===== config.mk =====
export PLATFORM = sky130hd
export DESIGN_NAME = gmii_tx_sched
export DESIGN_NICKNAME = d
export VERILOG_FILES = /design/src/rtl/gmii_tx_sched.sv
export SDC_FILE = /design/constraint.sdc
export NUM_CORES = 1
export LEC_CHECK = 0
export CAP_MARGIN = 20
export CORE_ASPECT_RATIO = 1.2
export CORE_MARGIN = 5
export CORE_UTILIZATION = 38
export CTS_BUF_LIST = sky130_fd_sc_hd__clkbuf_8
export DETAILED_ROUTE_END_ITERATION = 12
export GPL_TIMING_DRIVEN = 1
export PLACE_DENSITY = 0.68
export SLEW_MARGIN = 20
export SYNTH_ARGS = -nofsm -noshare
export SYNTH_HDL_FRONTEND = slang
export SYNTH_SLANG_ARGS = --single-unit

===== constraint.sdc =====
create_clock -name gmii_txclk -period 1.4 [get_ports gmii_txclk]
set_input_delay 0.28 -clock gmii_txclk [delete_from_list [all_inputs] [get_ports gmii_txclk]]
set_output_delay 0.28 -clock gmii_txclk [all_outputs]
set_load 0.01 [all_outputs]

===== src/rtl/gmii_tx_sched.sv =====
// Two-source GMII transmit scheduler: PTP event frames win over general traffic
// (with a bounded PTP burst), framed with preamble/SFD/IFG and an SFD strobe for the TSU.
module gmii_tx_sched #(
    parameter int PRE_LEN   = 7,
    parameter int IFG_LEN   = 12,
    parameter int PTP_BURST = 4
) (
    input  logic       gmii_txclk,
    input  logic       rst,
    input  logic       tx_enable,
    input  logic       ptp_req,
    input  logic [7:0] ptp_data,
    input  logic       ptp_last,
    input  logic       gen_req,
    input  logic [7:0] gen_data,
    input  logic       gen_last,
    output logic       ptp_rd,
    output logic       gen_rd,
    output logic       gmii_txctrl,
    output logic [7:0] gmii_txdata,
    output logic       gmii_txerr,
    output logic       sfd_pulse,
    output logic       sfd_src,
    output logic       frame_done,
    output logic       underrun
);

    // state | meaning
    // IDLE  | no frame, gap satisfied, waiting for a request
    // PRE   | 0x55 preamble bytes on the wire
    // SFD   | 0xD5 on the wire; first payload byte is popped here
    // DATA  | payload on the wire; next byte popped (last byte sends us to IFG)
    // IFG   | txctrl low, counting the inter-frame gap
    localparam logic [2:0] S_IDLE = 3'd0;
    localparam logic [2:0] S_PRE  = 3'd1;
    localparam logic [2:0] S_SFD  = 3'd2;
    localparam logic [2:0] S_DATA = 3'd3;
    localparam logic [2:0] S_IFG  = 3'd4;

    localparam int PRE_W   = $clog2(PRE_LEN + 1);
    localparam int IFG_W   = $clog2(IFG_LEN + 1);
    localparam int BURST_W = $clog2(PTP_BURST + 1);

    localparam logic [PRE_W-1:0]   PRE_MAX   = PRE_W'(PRE_LEN);
    localparam logic [IFG_W-1:0]   IFG_MAX   = IFG_W'(IFG_LEN);
    localparam logic [BURST_W-1:0] BURST_MAX = BURST_W'(PTP_BURST);

    logic [2:0]         state;
    logic [PRE_W-1:0]   pre_cnt;
    logic [IFG_W-1:0]   ifg_cnt;
    logic [BURST_W-1:0] burst_cnt;
    logic               grant_ptp;

    logic               ifg_done;
    logic               arb_go;
    logic               pick_ptp;
    logic [BURST_W-1:0] burst_nxt;
    logic               pop_phase;
    logic               cur_req;
    logic [7:0]         cur_data;
    logic               cur_last;

    // The IFG->IDLE edge may also grant, so back-to-back frames see exactly IFG_LEN idle cycles.
    assign ifg_done  = (state == S_IFG) && (ifg_cnt == IFG_MAX);
    assign arb_go    = ((state == S_IDLE) || ifg_done) && tx_enable && (ptp_req || gen_req);
    assign pick_ptp  = ptp_req && !(gen_req && (burst_cnt == BURST_MAX));
    assign burst_nxt = (pick_ptp && gen_req)
                       ? ((burst_cnt == BURST_MAX) ? burst_cnt : burst_cnt + 1'b1)
                       : '0;

    assign pop_phase = (state == S_SFD) || (state == S_DATA);
    assign cur_req   = grant_ptp ? ptp_req  : gen_req;
    assign cur_data  = grant_ptp ? ptp_data : gen_data;
    assign cur_last  = grant_ptp ? ptp_last : gen_last;

    assign ptp_rd = pop_phase && grant_ptp  && ptp_req;
    assign gen_rd = pop_phase && !grant_ptp && gen_req;

    always_ff @(posedge gmii_txclk or posedge rst) begin
        if (rst) begin
            state       <= S_IDLE;
            pre_cnt     <= '0;
            ifg_cnt     <= '0;
            burst_cnt   <= '0;
            grant_ptp   <= 1'b0;
            gmii_txctrl <= 1'b0;
            gmii_txdata <= 8'h00;
            gmii_txerr  <= 1'b0;
            sfd_pulse   <= 1'b0;
            sfd_src     <= 1'b0;
            frame_done  <= 1'b0;
            underrun    <= 1'b0;
        end else begin
            gmii_txerr <= 1'b0;
            sfd_pulse  <= 1'b0;
            frame_done <= 1'b0;
            underrun   <= 1'b0;
            if (arb_go) begin
                state       <= S_PRE;
                pre_cnt     <= PRE_W'(1);
                grant_ptp   <= pick_ptp;
                burst_cnt   <= burst_nxt;
                gmii_txctrl <= 1'b1;
                gmii_txdata <= 8'h55;
                sfd_src     <= 1'b0;
            end else begin
                case (state)
                    S_PRE: begin
                        gmii_txctrl <= 1'b1;
                        if (pre_cnt == PRE_MAX) begin
                            state       <= S_SFD;
                            gmii_txdata <= 8'hD5;
                            sfd_pulse   <= 1'b1;
                            sfd_src     <= grant_ptp;
                        end else begin
                            pre_cnt     <= pre_cnt + 1'b1;
                            gmii_txdata <= 8'h55;
                        end
                    end
                    S_SFD, S_DATA: begin
                        gmii_txctrl <= 1'b1;
                        ifg_cnt     <= '0;
                        if (cur_req) begin
                            gmii_txdata <= cur_data;
                            frame_done  <= cur_last;
                            state       <= cur_last ? S_IFG : S_DATA;
                        end else begin
                            // Source ran dry mid-frame: one errored cycle, no pop.
                            gmii_txdata <= 8'h00;
                            gmii_txerr  <= 1'b1;
                            underrun    <= 1'b1;
                            state       <= S_IFG;
                        end
                    end
                    S_IFG: begin
                        gmii_txctrl <= 1'b0;
                        gmii_txdata <= 8'h00;
                        sfd_src     <= 1'b0;
                        if (ifg_done) begin
                            state <= S_IDLE;
                        end else begin
                            ifg_cnt <= ifg_cnt + 1'b1;
                        end
                    end
                    default: begin
                        state       <= S_IDLE;
                        gmii_txctrl <= 1'b0;
                        gmii_txdata <= 8'h00;
                        sfd_src     <= 1'b0;
                    end
                endcase
            end
        end
    end

endmodule


==> impl_metrics.sql, run 1 <==
INSERT INTO impl_metrics (metric_group, metric, value, unit) VALUES
('status', 'run_status', 'complete, but fails checks', ''),
('status', 'failing_checks', 'negative setup slack', ''),
('pwr', 'vdd.ir_drop.worst', '1.068', 'mV'),
('global_routing', 'grtUsageMet2', '0.2619', ''),
('place', 'place.detailed.hpwl', '2.428', 'mm'),
('synthesis', 'syn-cell-area', '1299', 'sq um'),
('cts', 'cts_root_buf', 'sky130_fd_sc_hd__clkbuf_8', ''),
('timing', 'finalHoldViolations', '0', ''),
('synthesis', 'yosys_register_bits', '27', ''),
('timing', 'tightest_slew', '0.3096', 'ns'),
('timing', 'setup_ws', '-0.1771', 'ns'),
('pwr', 'pwr-share-comb', '0.518', ''),
('global_routing', 'grt_antenna_before_repair', '0', ''),
('route', 'wl', '3.218', 'mm'),
('global_routing', 'grt-ovfl-total', '0', ''),
('worst_setup_path', 'crit_path_cell_trace', 'inv_2 > ha_2 > nand3_2 > a2111o_1 > buf_4 > a21oi_2 > o22ai_1', ''),
('place', 'gpl.final_weighted_congestion', '0.8128', ''),
('timing', 'final_hold_slack', '0.3627', 'ns'),
('cts', 'clock-sinks', '27', ''),
('floorplanning', 'cell_row_count', '23', ''),
('cells_and_area', 'mostFrequentLayoutCell', 'sky130_fd_sc_hd__dfrtp_1', ''),
('worst_setup_path', 'crit_path_max_incr_delay', '0.45', 'ns'),
('timing', 'min_period_over_period', '1.126', ''),
('synthesis', 'share_of_flip_flops_with_an_asynchronous_set_or_reset_after_synthesis', '1.000', ''),
('global_routing', 'global_route.usage.total', '0.1492', ''),
('worst_setup_path', 'critical_path_class', 'reg2reg', ''),
('synthesis', 'synthCells', '131', ''),
('global_routing', 'grt.met1_usage', '0.1769', ''),
('route', 'via_count', '1130', ''),
('pwr', 'pwr-share-seq', '0.346', ''),
('place', 'dp_slack', '-0.4390', 'ns'),
('worst_setup_path', 'worstReg2RegEnd', 'burst_cnt[2]', ''),
('route', 'drt-vias-per-instance', '4.913', ''),
('global_routing', 'groute.layer.met3.usage', '0.02568', ''),
('synthesis', 'synth_fp_nets', '160', ''),
('cts', 'tritoncts_clock_tree', 'done', ''),
('worst_setup_path', 'rr_startpoint', 'ifg_cnt[1]', ''),
('cells_and_area', 'drive_gt1_frac', '0.2383', ''),
('worst_setup_path', 'worst-endpoint-arrival', '1.74', 'ns'),
('timing', 'report.final.setup_viol', '8', ''),
('floorplanning', 'dieHeight', '74.04', 'um'),
('timing', 'clock.fmax', '0.6341', 'GHz'),
('worst_setup_path', 'rr_worst_depth', '7', ''),
('floorplanning', 'top_level_ports', '39', ''),
('cts', 'clkSlewWorstSetupHoldPaths', '0.09', 'ns'),
('floorplanning', 'design.die.area', '4692', 'sq um'),
('cts', 'insertion_delay', '0.28', 'ns'),
('timing', 'total_negative_setup_slack', '-1.026', 'ns'),
('synthesis', 'synth-seq-area-share', '0.5202', ''),
('pwr', 'internal-power', '0.002131', 'W'),
('place', 'buffer_ports.inserted', '38', ''),
('synthesis', 'netlist-cell-type-count', '28', ''),
('cells_and_area', 'final_util', '0.5966', ''),
('pwr', 'power_switching_share', '0.3629', ''),
('job', 'drv.max_cap_violation_count', '0', ''),
('min_path', 'hold_path.class', 'in2async', ''),
('global_routing', 'grt.busiest_layer', 'met2', ''),
('floorplanning', 'start_util', '0.3924', ''),
('cts', 'number_of_buffers_added_by_the_clock_tree_synthesis_step', '3', ''),
('synthesis', 'synthesis_warnings', '0', ''),
('global_routing', 'wire_length_of_the_first_global_routing_pass', '5.513', 'mm'),
('pwr', 'power-per-cell-area', '1694', 'nW/um^2'),
('timing', 'report.final.slew_viol_count', '0', ''),
('synthesis', 'syn-mean-instance-area', '9.914', 'sq um'),
('pwr', 'pwr-share-clk', '0.135', ''),
('route', 'antenna_violating_nets_post_route', '0', ''),
('worst_setup_path', 'timing.critical_path.fanout_max', '5', ''),
('global_routing', 'maximum_number_of_pins_on_one_net_before_global_route_repair', '28', ''),
('route', 'wire_per_inst', '13.99', 'um'),
('pwr', 'net-switching-power', '0.001214', 'W'),
('route', 'dr.first_iter.drc_count', '29', '');
[cells by family (layout without fill, tap and decap cells)]
group                      count (synthesis)  in the layout  share of synthesized area
and+or+nand+nor                           47             47                     0.1715
DFF                                       27             27                     0.5202
AOI/OAI and AO/OA                         25             25                     0.1137
buffers and inverters                     15             77                    0.05395
muxes                                      9              9                    0.06937
adders and majority gates                  6              6                    0.05780
xor gates and xnor gates                   2              2                    0.01349
[per-layer routing]
metal / vias up / routed length (um)
li1: 560 / -
met1: 551 / 1300
met2: 14 / 1773
met3: 5 / 80
met4: 0 / 63
met5: - / 0
[sequential cells by signal, summed over array words and instances (netlist names)]
| name | flops |
|---|---|
| state | 3 |
| pre_cnt | 3 |
| sfd_pulse | 1 |
| sfd_src | 1 |
| frame_done | 1 |
| gmii_txdata | 8 |
| ifg_cnt | 4 |
| underrun | 1 |
| gmii_txctrl | 1 |
| grant_ptp | 1 |
| burst_cnt | 3 |
[worst max-delay path: cells and delay by family (launching register included)]
family | cells | cell delay (ns)
AOI/OAI and AO/OA | 3 | 0.61
adders and majority gates | 1 | 0.16
buffers and inverters | 2 | 0.22
DFF | 1 | 0.39
and+or+nand+nor | 1 | 0.08
[repair_timing]
action,4_1_cts,5_1_grt
endpoints found under the setup margin,25,18
hold buffers,0,0
pin swaps,1,3
buffers inserted,4,0
endpoints found under the hold margin,0,0
gates resized for setup,30,13
[power groups by stage]
stage | registers, W | logic, W | clock network [W]
floorplan | 0.00120 | 0.000786 | 0
global placement | 0.00114 | 0.00152 | 0
detailed placement | 0.00115 | 0.00158 | 0
CTS | 0.00114 | 0.00169 | 0.000466
global route | 0.00119 | 0.00195 | 0.000496
finish | 0.00116 | 0.00173 | 0.000453
[stage by stage]
step,power (W),area [sq um],instances
after floorplan,0.001988,1299,131
after global placement,0.002669,1851,222
after detailed placement,0.002737,1851,222
after CTS,0.003301,1934,230
after global routing,0.003638,1974,230
final,0.003344,1974,230
[synthesized netlist by cell type (2+ instances only)]
library cell,count,share of area
sky130_fd_sc_hd__nand2b_1,3,0.014
sky130_fd_sc_hd__ha_1,6,0.058
sky130_fd_sc_hd__o21ai_0,12,0.046
sky130_fd_sc_hd__o21ai_1,4,0.015
sky130_fd_sc_hd__inv_1,10,0.029
sky130_fd_sc_hd__a21oi_1,2,0.0077
sky130_fd_sc_hd__nor2_1,11,0.032
sky130_fd_sc_hd__dfrtp_1,27,0.52
sky130_fd_sc_hd__nand2_1,21,0.061
sky130_fd_sc_hd__nand3_1,8,0.031
sky130_fd_sc_hd__mux2i_1,9,0.069
sky130_fd_sc_hd__buf_2,2,0.0077
[area by class of cell]
| type | instances | area [sq um] | share of cell area |
|---|---|---|---|
| Sequential cell | 27 | 675.6 | 0.3422 |
| Multi-Input combinational cell | 89 | 619.3 | 0.3137 |
| Timing Repair Buffer | 63 | 549.3 | 0.2782 |
| Tap cell | 37 | 46.29 | 0.02345 |
| Clock buffer | 3 | 41.29 | 0.02091 |
| Inverter | 10 | 37.54 | 0.01901 |
| Clock inverter | 1 | 5.005 | 0.002535 |
[worst max-delay path by stage]
stage              endpoint        from  cells after the start
2_1_floorplan  burst_cnt[2]  ifg_cnt[1]                      7
3_3_place_gp         gen_rd     gen_req                      4
3_5_place_dp   burst_cnt[2]     gen_req                      6
4_1_cts        burst_cnt[2]  ifg_cnt[0]                      7
5_1_grt          pre_cnt[2]  ifg_cnt[0]                      7
6_report       burst_cnt[2]  ifg_cnt[1]                      7
Note: power is estimated with default switching activity, not from simulation.
==> run 2, diff against run 1 <==
--- a/config.mk
+++ b/config.mk
@@ -7,12 +7,13 @@
 export LEC_CHECK = 0
 export CAP_MARGIN = 20
 export CORE_ASPECT_RATIO = 1.2
-export CORE_MARGIN = 5
+export CORE_MARGIN = 2
 export CORE_UTILIZATION = 38
 export CTS_BUF_LIST = sky130_fd_sc_hd__clkbuf_8
 export DETAILED_ROUTE_END_ITERATION = 12
 export GPL_TIMING_DRIVEN = 1
 export PLACE_DENSITY = 0.68
+export SETUP_SLACK_MARGIN = 0.1
 export SLEW_MARGIN = 20
 export SYNTH_ARGS = -nofsm -noshare
 export SYNTH_HDL_FRONTEND = slang
==> run 2 against run 1 <==
The run still ends with negative setup slack left; flip-flop and latch count stayed put; sequential share of layout area is 2.6 points lower; sequential power hardly changed; power is 12% higher; clock-buffer cell count stayed put; via count is 7.2% higher; final area is 8.1% higher; cell count is 3.0% higher; wire length is 15% higher; first-iteration DRC count is 48% lower; maximum frequency is 3.1% lower; critical path type unchanged.
==> impl_metrics.sql, run 2 (synthesis gave the netlist of run 1 again) <==
INSERT INTO impl_metrics (metric_group, metric, value, unit) VALUES
('worst_setup_path', 'crit_path_max_incr_delay', '0.50', 'ns'),
('route', 'drcViolationCount', '0', ''),
('timing', 'setup_ws', '-0.2282', 'ns'),
('cells_and_area', 'fin_nets', '230', ''),
('timing', 'clock.fmax', '0.6142', 'GHz'),
('global_routing', 'number_of_global_route_vias_before_repair', '1261', ''),
('global_routing', 'grt_antenna_before_repair', '0', ''),
('worst_setup_path', 'worst_path_max_delay_cell', 'sky130_fd_sc_hd__a2111o_1', ''),
('cts', 'tritoncts_clock_tree', 'done', ''),
('route', 'wire_per_inst', '15.55', 'um'),
('cts', 'clkSlewWorstSetupHoldPaths', '0.09', 'ns'),
('timing', 'final_hold_slack', '0.3642', 'ns'),
('pwr', 'total_power', '0.003737', 'W'),
('global_routing', 'maximum_number_of_pins_on_one_net_before_global_route_repair', '28', ''),
('route', 'antenna_violating_nets_post_route', '0', ''),
('cells_and_area', 'max_reg_flops', '8', ''),
('cells_and_area', 'regMostFlops', 'gmii_txdata', ''),
('cts', 'cts.hold.buffers_added', '0', ''),
('route', 'via_count', '1211', ''),
('worst_setup_path', 'crit_path_cell_trace', 'inv_2 > ha_4 > nand3_4 > a2111o_1 > buf_6 > nand2_2 > o21ai_2', ''),
('timing', 'layout_min_cycle_time', '1.628', 'ns'),
('floorplanning', 'top_level_ports', '39', ''),
('cts', 'clock-sinks', '27', ''),
('pwr', 'power-per-cell-area', '1751', 'nW/um^2'),
('floorplanning', 'cell_row_count', '23', ''),
('status', 'failing_checks', 'negative setup slack', ''),
('worst_setup_path', 'worst-endpoint-arrival', '1.80', 'ns'),
('place', 'placed_instances', '220', ''),
('timing', 'min_period_over_period', '1.163', ''),
('route', 'drt-vias-per-instance', '5.110', ''),
('cts', 'number_of_buffers_added_by_the_clock_tree_synthesis_step', '3', ''),
('worst_setup_path', 'setup.worst_path.start_class', 'flop', ''),
('worst_setup_path', 'critical_path_class', 'reg2reg', ''),
('cells_and_area', 'n_fill_cell', '268', ''),
('floorplanning', 'design.die.area', '3903', 'sq um'),
('place', 'buffer_ports.inserted', '38', ''),
('worst_setup_path', 'setup.worst_path.end_class', 'flop', ''),
('pwr', 'p_leak', '1.021', 'nW'),
('worst_setup_path', 'cp.required', '1.57', 'ns'),
('global_routing', 'global_route.usage.total', '0.1892', ''),
('floorplanning', 'core_ar', '3309', 'sq um'),
('timing', 'rsz0062_at_grt', 'true', ''),
('global_routing', 'grt-ovfl-total', '0', ''),
('place', 'gpl.final_weighted_congestion', '0.7533', ''),
('cells_and_area', 'instances_no_fill', '237', ''),
('timing', 'report.final.slew_viol_count', '0', ''),
('pwr', 'vdd.ir_drop.worst', '1.295', 'mV'),
('place', 'place.detailed.hpwl', '2.408', 'mm'),
('job', 'drv.max_cap_violation_count', '0', ''),
('floorplanning', 'start_util', '0.3924', ''),
('cts', 'insertion_delay', '0.27', 'ns'),
('route', 'firstDrtPassIters', '4', ''),
('route', 'dr.first_iter.drc_count', '15', ''),
('worst_setup_path', 'timing.critical_path.fanout_max', '7', ''),
('status', 'run_status', 'complete, but fails checks', ''),
('cells_and_area', 'final_cell_mix', '27 x sky130_fd_sc_hd__dfrtp_1, 24 x sky130_fd_sc_hd__buf_4, 20 x sky130_fd_sc_hd__clkdlybuf4s50_1, 16 x sky130_fd_sc_hd__dlygate4sd2_1, 15 x sky130_fd_sc_hd__nand2_1', ''),
('cells_and_area', 'stdcell_area', '2135', 'sq um'),
('timing', 'tightest_slew', '0.4688', 'ns'),
('timing', 'report.final.setup_viol', '10', ''),
('floorplanning', 'dieHeight', '68.04', 'um'),
('cts', 'ctsHtreeMaxLevel', '1', ''),
('cts', 'cts_buffer_depth', '2', ''),
('cells_and_area', 'mostFrequentLayoutCell', 'sky130_fd_sc_hd__dfrtp_1', ''),
('cells_and_area', 'areaGrowthSynthToFinish', '64.35', '%'),
('route', 'wl', '3.686', 'mm'),
('place', 'placement.cell_area', '1851', 'sq um'),
('cells_and_area', 'reg_top3', 'gmii_txdata (8), ifg_cnt (4)', ''),
('timing', 'timing.clock.skew', '0.006677', 'ns'),
('cts', 'cts_root_buf', 'sky130_fd_sc_hd__clkbuf_8', ''),
('min_path', 'hold_path.class', 'in2async', ''),
('cells_and_area', 'drive_gt1_frac', '0.3400', ''),
('cells_and_area', 'antenna_diode_count', '0', ''),
('timing', 'timing.max_slew.rel_slack', '0.6875', ''),
('place', 'dp_slack', '-0.5165', 'ns'),
('global_routing', 'wire_length_of_the_first_global_routing_pass', '5.602', 'mm'),
('floorplanning', 'die_width', '57.37', 'um'),
('timing', 'finalHoldViolations', '0', '');
-- run 2: routing by layer --
layer,GRT usage,up-vias,part of all wire
li1,-,579,-
met1,0.2079,599,0.38
met2,0.3594,23,0.58
met3,0.01890,10,0.023
met4,0.09593,0,0.018
met5,0,-,0
-- run 2: timing repair --
action | in CTS | in global routing
setup buffers | 10 | 9
gates cloned | 0 | 0
pin swaps | 9 | 9
setup endpoints to repair | 31 | 26
resized for setup | 47 | 28
-- run 2: where the power goes --
part / internal [W] / leakage [nW] / switching [W]
combinational: 0.00111 / 0.646 / 0.00101
sequential: 0.00101 / 0.348 / 0.000160
clock: 0.000197 / 0.0269 / 0.000242
-- run 2: cell type report --
type | count | area, sq um | area share
Clock buffer | 3 | 41.29 | 0.01934
Timing Repair Buffer | 70 | 620.6 | 0.2907
Tap cell | 37 | 46.29 | 0.02169
Clock inverter | 1 | 3.754 | 0.001758
Sequential cell | 27 | 675.6 | 0.3165
Multi-Input combinational cell | 89 | 709.4 | 0.3324
Inverter | 10 | 37.54 | 0.01758
-- run 2: critical path: cells and delay by family, from the launching register on --
kind,cells,cell delay (ns)
flip-flops,1,0.42
buffers and inverters,2,0.28
AND/OR/NAND/NOR,2,0.14
adder cells (fa/ha/maj),1,0.15
AO/OA/AOI/OAI,2,0.55
-- run 2: metrics by stage --
| stage | TNS [ns] | utilization |
|---|---|---|
| 2_1_floorplan | -0.5366 | - |
| 3_3_place_gp | -4.093 | 0.5592 |
| 3_5_place_dp | -4.713 | 0.5592 |
| 4_1_cts | -1.791 | 0.6083 |
| 5_1_grt | -2.639 | 0.6450 |
| 6_report | -1.599 | 0.6450 |
-- run 2: worst paths after layout --
path	endpoint	cells after the start	startpoint	slack [ns]
max in group asynchronous	underrun	3	rst	0.78
min in group gmii_txclk	grant_ptp	3	ptp_req	0.46
hold reg to reg	sfd_src	2	sfd_src	0.51
setup reg to reg	pre_cnt[1]	7	ifg_cnt[1]	-0.23
hold / removal	state[1]	3	rst	0.36
setup / recovery	pre_cnt[1]	7	ifg_cnt[1]	-0.23
==> variant 1, RTL diff (settings of run 2) <==
The parameter `IFG_LEN` goes from 12 to 24.
--- a/src/rtl/gmii_tx_sched.sv
+++ b/src/rtl/gmii_tx_sched.sv
@@ -2,7 +2,7 @@
 // (with a bounded PTP burst), framed with preamble/SFD/IFG and an SFD strobe for the TSU.
 module gmii_tx_sched #(
     parameter int PRE_LEN   = 7,
-    parameter int IFG_LEN   = 12,
+    parameter int IFG_LEN   = 24,
     parameter int PTP_BURST = 4
 ) (
     input  logic       gmii_txclk,
Function: same outputs for any inputs over 10 cycles, from zero or initial values and one cycle with rst high; that may be too few to reach the edited logic, so the function may still have changed.
==> variant 1 against run 2 <==
The flow still finishes with violations (negative setup slack). Final area increased by 17%. Non-clock buffer count increased by 4. Routed wire length increased by 13%. Sequential cell count increased by 1. Setup slack improved by 100 ps. Global-route usage increased by 0.37 points. Count of clock-buffer cells in the layout unchanged. Synthesized area increased by 17%. Total power increased by 12%.
==> variant 1: results (changes against run 2) <==
[placed_design]
hpwl_um = 2870  ; was 2410 um
gp_congestion = 0.742  ; was 0.753
place_area_sq_um = 2180  ; was 1850 sq um

[layout]
seq_share_pct = 28.2  ; was 31.7%
clk_share_pct = 2.86  ; was 2.11%
reg.largest.list = gmii_txdata (8), ifg_cnt (5)  ; was gmii_txdata (8), ifg_cnt (4)
drive_gt1_share_pct = 34.7  ; was 34.0%
stdcell_area_sq_um = 2490  ; was 2130 sq um
num-nets-final = 252  ; was 230
multi_input_area_share_pct = 37.2  ; was 33.2%

[route]
num_vias = 1391  ; was 1211
met3_length_um = 105  ; was 85 um
wl_met1_um = 1650  ; was 1410 um
drt_iter0_drc = 39  ; was 15

[timing]
setup_ws_ps = -128  ; was -228 ps
finalSetupViolCount = 14  ; was 10
slew_headroom_pct = 80.3  ; was 68.7%

[synthesis]
synthTopCellsByArea = dfrtp_1 (46%), mux2i_1 (7.2%), ha_1 (4.9%)  ; was dfrtp_1 (52%), mux2i_1 (6.9%), nand2_1 (6.1%)
synth.distinct_cells = 36  ; was 28
synth-compound-area-share_pct = 14.2  ; was 11.4%
synth_xor_area_share_pct = 0  ; was 1.35%
synthAdderAreaFrac_pct = 4.93  ; was 5.78%
muxShareOfSynthArea_pct = 8.96  ; was 6.94%
ys_ff_latch = 28  ; was 27
yosys-top-cells-count = dfrtp_1 (28), nand2_1 (13), mux2i_1 (11), nor2_1 (11)  ; was dfrtp_1 (27), nand2_1 (21), o21ai_0 (12)
synth-seq-area-share_pct = 46.0  ; was 52.0%

[outcome]
violations = negative setup slack  ; unchanged
outcome = finished with violations  ; unchanged

[power]
cellLeakagePower_nw = 1.17  ; was 1.02 nW
intPower_mw = 2.69  ; was 2.32 mW

[global_routing]
grt_use_total_pct = 19.3  ; was 18.9%
use_met1_pct = 23.4  ; was 20.8%
grt_use_met2_pct = 33.8  ; was 35.9%
grt_pass1_wl_um = 6580  ; was 5600 um
grtUsageMet3_pct = 2.64  ; was 1.89%
grt_max_degree = 29  ; was 28

[worst_setup_path]
reg2reg_depth = 5  ; was 7
worst_ep_arrival_time_ps = 1700  ; was 1800 ps
path_max_fanout = 5  ; was 7

variant 1: cell families (layout without fill, tap and decap cells):
logic type | after synthesis | after routing
AO/OA/AOI/OAI | 31 | 31
adder cells (fa/ha/maj) | 6 | 6
buffers and inverters | 17 | 88
flip-flops | 28 | 28
multiplexers | 13 | 13
AND/OR/NAND/NOR | 56 | 56
variant 1: timing repair:
item	4_1_cts	5_1_grt
setup buffers	6	6
endpoints found under the setup margin	39	27
pin swaps	7	16
gates resized for setup	34	41
variant 1: power by group through the flow:
stage | clock network, mW | registers, mW | logic [mW]
6_report | 0.649 | 1.20 | 2.34
5_1_grt | 0.684 | 1.23 | 2.56
4_1_cts | 0.648 | 1.19 | 2.03
3_5_place_dp | 0 | 1.21 | 1.92
3_3_place_gp | 0 | 1.19 | 1.83
2_1_floorplan | 0 | 1.23 | 1.08
variant 1: final timing paths:
kind                             from  slack (ps)         end
max                        ifg_cnt[1]        -130   grant_ptp
min                               rst         330  ifg_cnt[1]
max reg2reg                ifg_cnt[1]        -130   grant_ptp
min reg2reg                   sfd_src         550     sfd_src
max in group asynchronous         rst         900    state[1]
min in group gmii_txclk       ptp_req         520    state[2]
variant 1: worst max-delay path: cells and delay by family (launching register included):
kind	cells	cell delay, ps
flip-flops	1	410
adder cells (fa/ha/maj)	1	140
AND/OR/NAND/NOR	1	170
buffers and inverters	1	70
multiplexers	1	330
AO/OA/AOI/OAI	1	300
variant 1: per-stage QoR:
stage               setup TNS (ps)  util (%)  worst slack, ps  std cells  hold slack, ps
floorplan                     -412         -             -203        151             345
global placement             -3890      56.3             -344        263             531
detailed placement           -4300      56.3             -357        263             549
CTS                          -1300      60.0             -144        273             341
global route                 -2020      64.2             -191        276             339
finish                        -997      64.2             -128        276             327
==> variant 2, RTL diff (settings of run 2) <==
Made on the original files. Register the input `ptp_data` before use. The logic sees it one clock later. The other inputs are not delayed to match.
--- a/src/rtl/gmii_tx_sched.sv
+++ b/src/rtl/gmii_tx_sched.sv
@@ -45,6 +45,12 @@
     localparam logic [IFG_W-1:0]   IFG_MAX   = IFG_W'(IFG_LEN);
     localparam logic [BURST_W-1:0] BURST_MAX = BURST_W'(PTP_BURST);
 
+    logic [7:0] ptp_data_q;
+
+    always_ff @(posedge gmii_txclk) begin
+        ptp_data_q <= ptp_data;
+    end
+
     logic [2:0]         state;
     logic [PRE_W-1:0]   pre_cnt;
     logic [IFG_W-1:0]   ifg_cnt;
@@ -70,7 +76,7 @@
 
     assign pop_phase = (state == S_SFD) || (state == S_DATA);
     assign cur_req   = grant_ptp ? ptp_req  : gen_req;
-    assign cur_data  = grant_ptp ? ptp_data : gen_data;
+    assign cur_data  = grant_ptp ? ptp_data_q : gen_data;
     assign cur_last  = grant_ptp ? ptp_last : gen_last;
 
     assign ptp_rd = pop_phase && grant_ptp  && ptp_req;
Check against the original RTL: not equivalent (a bounded check fails within 10 cycles, from zero or initial values and one cycle with rst high).
==> variant 2 against run 2 <==
The run still ends with negative setup slack left. Synthesized area increased by 15%. Worst hold slack got worse by 22 ps. Global-route usage decreased by 1.1 points. Sequential cell count increased by 8. Setup slack improved by 100 ps. Routed wire length decreased by 4.5%. Total power increased by 11%. Critical path depth unchanged. Fmax increased by 6.5%. Non-clock buffer count decreased by 6. Final area increased by 8.6%. Largest power group unchanged. Highest routed layer unchanged.
==> variant 2: results (changes against run 2) <==
[outcome]
outcome = finished with violations  ; unchanged
violations = negative setup slack  ; unchanged

[worst_setup_path]
slowest_stage = dfrtp_1  ; was a2111o_1
path_max_fanout = 4  ; was 7
worst_ep_arrival_time_ps = 1700  ; was 1800 ps
max_stage_delay_ps = 360  ; was 500 ps

[power]
powerDensity_nw_per_um2 = 1800  ; was 1750 nW/um^2
cellLeakagePower_nw = 1.08  ; was 1.02 nW
powerSeq_mw = 1.42  ; was 1.17 mW
pg_clk_mw = 0.970  ; was 0.439 mW
net-switching-power_mw = 1.41  ; about the same

[route]
wl_met2_um = 1960  ; was 2130 um
routed_wl_um = 3520  ; was 3690 um
met3_length_um = 191  ; was 85 um

[layout]
reg.largest.list = gmii_txdata (8), ptp_data_q (8), ifg_cnt (4)  ; was gmii_txdata (8), ifg_cnt (4)
drive_gt1_share_pct = 30.9  ; was 34.0%

[global_routing]
grtUsageMet3_pct = 6.03  ; was 1.89%
grt_use_total_pct = 17.8  ; was 18.9%
grt_use_met2_pct = 31.6  ; was 35.9%
use_met1_pct = 18.7  ; was 20.8%
grt_pass1_vias = 1304  ; was 1261

[timing]
finalSetupViolCount = 17  ; was 10
fin_tns_setup_ps = -1290  ; was -1600 ps
setup_ws_ps = -129  ; was -228 ps
worst_clock_skew_ps = 7.58  ; was 6.68 ps
tightestPinTransition_ps = 346  ; was 469 ps

[clocking]
h-tree-depth = 2  ; was 1
cts_buffers = 5  ; was 3
clk_latency_ps = 300  ; was 270 ps

[synthesis]
synth-seq-area-share_pct = 56.0  ; was 52.0%
ys_async_sr_fraction_pct = 77.1  ; was 100%
synthTopCellsByArea = dfrtp_1 (45%), dfxtp_1 (11%), mux2i_1 (6.7%)  ; was dfrtp_1 (52%), mux2i_1 (6.9%), nand2_1 (6.1%)
yosys-top-cells-count = dfrtp_1 (27), nand2_1 (11), o21ai_0 (11)  ; was dfrtp_1 (27), nand2_1 (21), o21ai_0 (12)
synthesis.nets = 167  ; was 160
synth.distinct_cells = 32  ; was 28
synthAdderAreaFrac_pct = 5.03  ; was 5.78%
muxShareOfSynthArea_pct = 7.47  ; was 6.94%
synth_xor_area_share_pct = 0  ; was 1.35%

[placed_design]
hpwl_um = 2500  ; was 2410 um
pre_cts_slack_ps = -451  ; was -516 ps
gp_congestion = 0.818  ; was 0.753

[variant 2: cell count changes after synthesis, sizes merged, moves of 2 or more]
cell,change
nand4b,+2
dfxtp,+8
nor2b,+3
nand2,-10
o21ai,+2
nor2,-2
nor3,+2
clkbuf,+2
[variant 2: logic make-up (layout without fill, tap and decap cells)]
family                     count (synthesis)  in the layout
AOI/OAI and AO/OA                         28             28
DFF                                       35             35
and+or+nand+nor                           43             43
adders and majority gates                  6              6
muxes                                     11             11
buffers and inverters                     15             81
[variant 2: timing repair]
item                                    CTS  global route
resized for setup                        43            23
buffers inserted                          1             6
pin swaps                                 7             8
endpoints found under the setup margin   34            24
gates cloned                              0             1
[variant 2: final timing paths]
path	startpoint	endpoint	slack, ps	cells past startpoint
setup / recovery	ifg_cnt[0]	ifg_cnt[2]	-130	7
hold / removal	rst	gmii_txctrl	340	3
setup reg to reg	ifg_cnt[0]	ifg_cnt[2]	-130	7
hold reg to reg	ptp_data_q[5]	gmii_txdata[5]	480	2
max in group asynchronous	rst	ifg_cnt[0]	790	3
min in group gmii_txclk	ptp_data[7]	ptp_data_q[7]	420	1
[variant 2: critical path, delay by kind of cell, from the launching register on]
family / cells / cell delay (ps)
AOI/OAI and AO/OA: 2 / 450
adders and majority gates: 1 / 160
buffers and inverters: 2 / 160
DFF: 1 / 360
and+or+nand+nor: 2 / 280
[variant 2: through the flow]
stage,cells,area (sq um)
6_report,256,2320
5_1_grt,256,2320
4_1_cts,249,2200
3_5_place_dp,240,2040
3_3_place_gp,240,2040
2_1_floorplan,138,1490
[variant 2: layout make-up]
class | instances | area [sq um]
clock buffer | 6 | 82.6
clock inverter | 2 | 38.8
fill | 316 | 1380
inverter | 9 | 33.8
multi-input combinational | 88 | 694
sequential | 35 | 836
tap | 52 | 65.1
timing repair buffer | 64 | 568
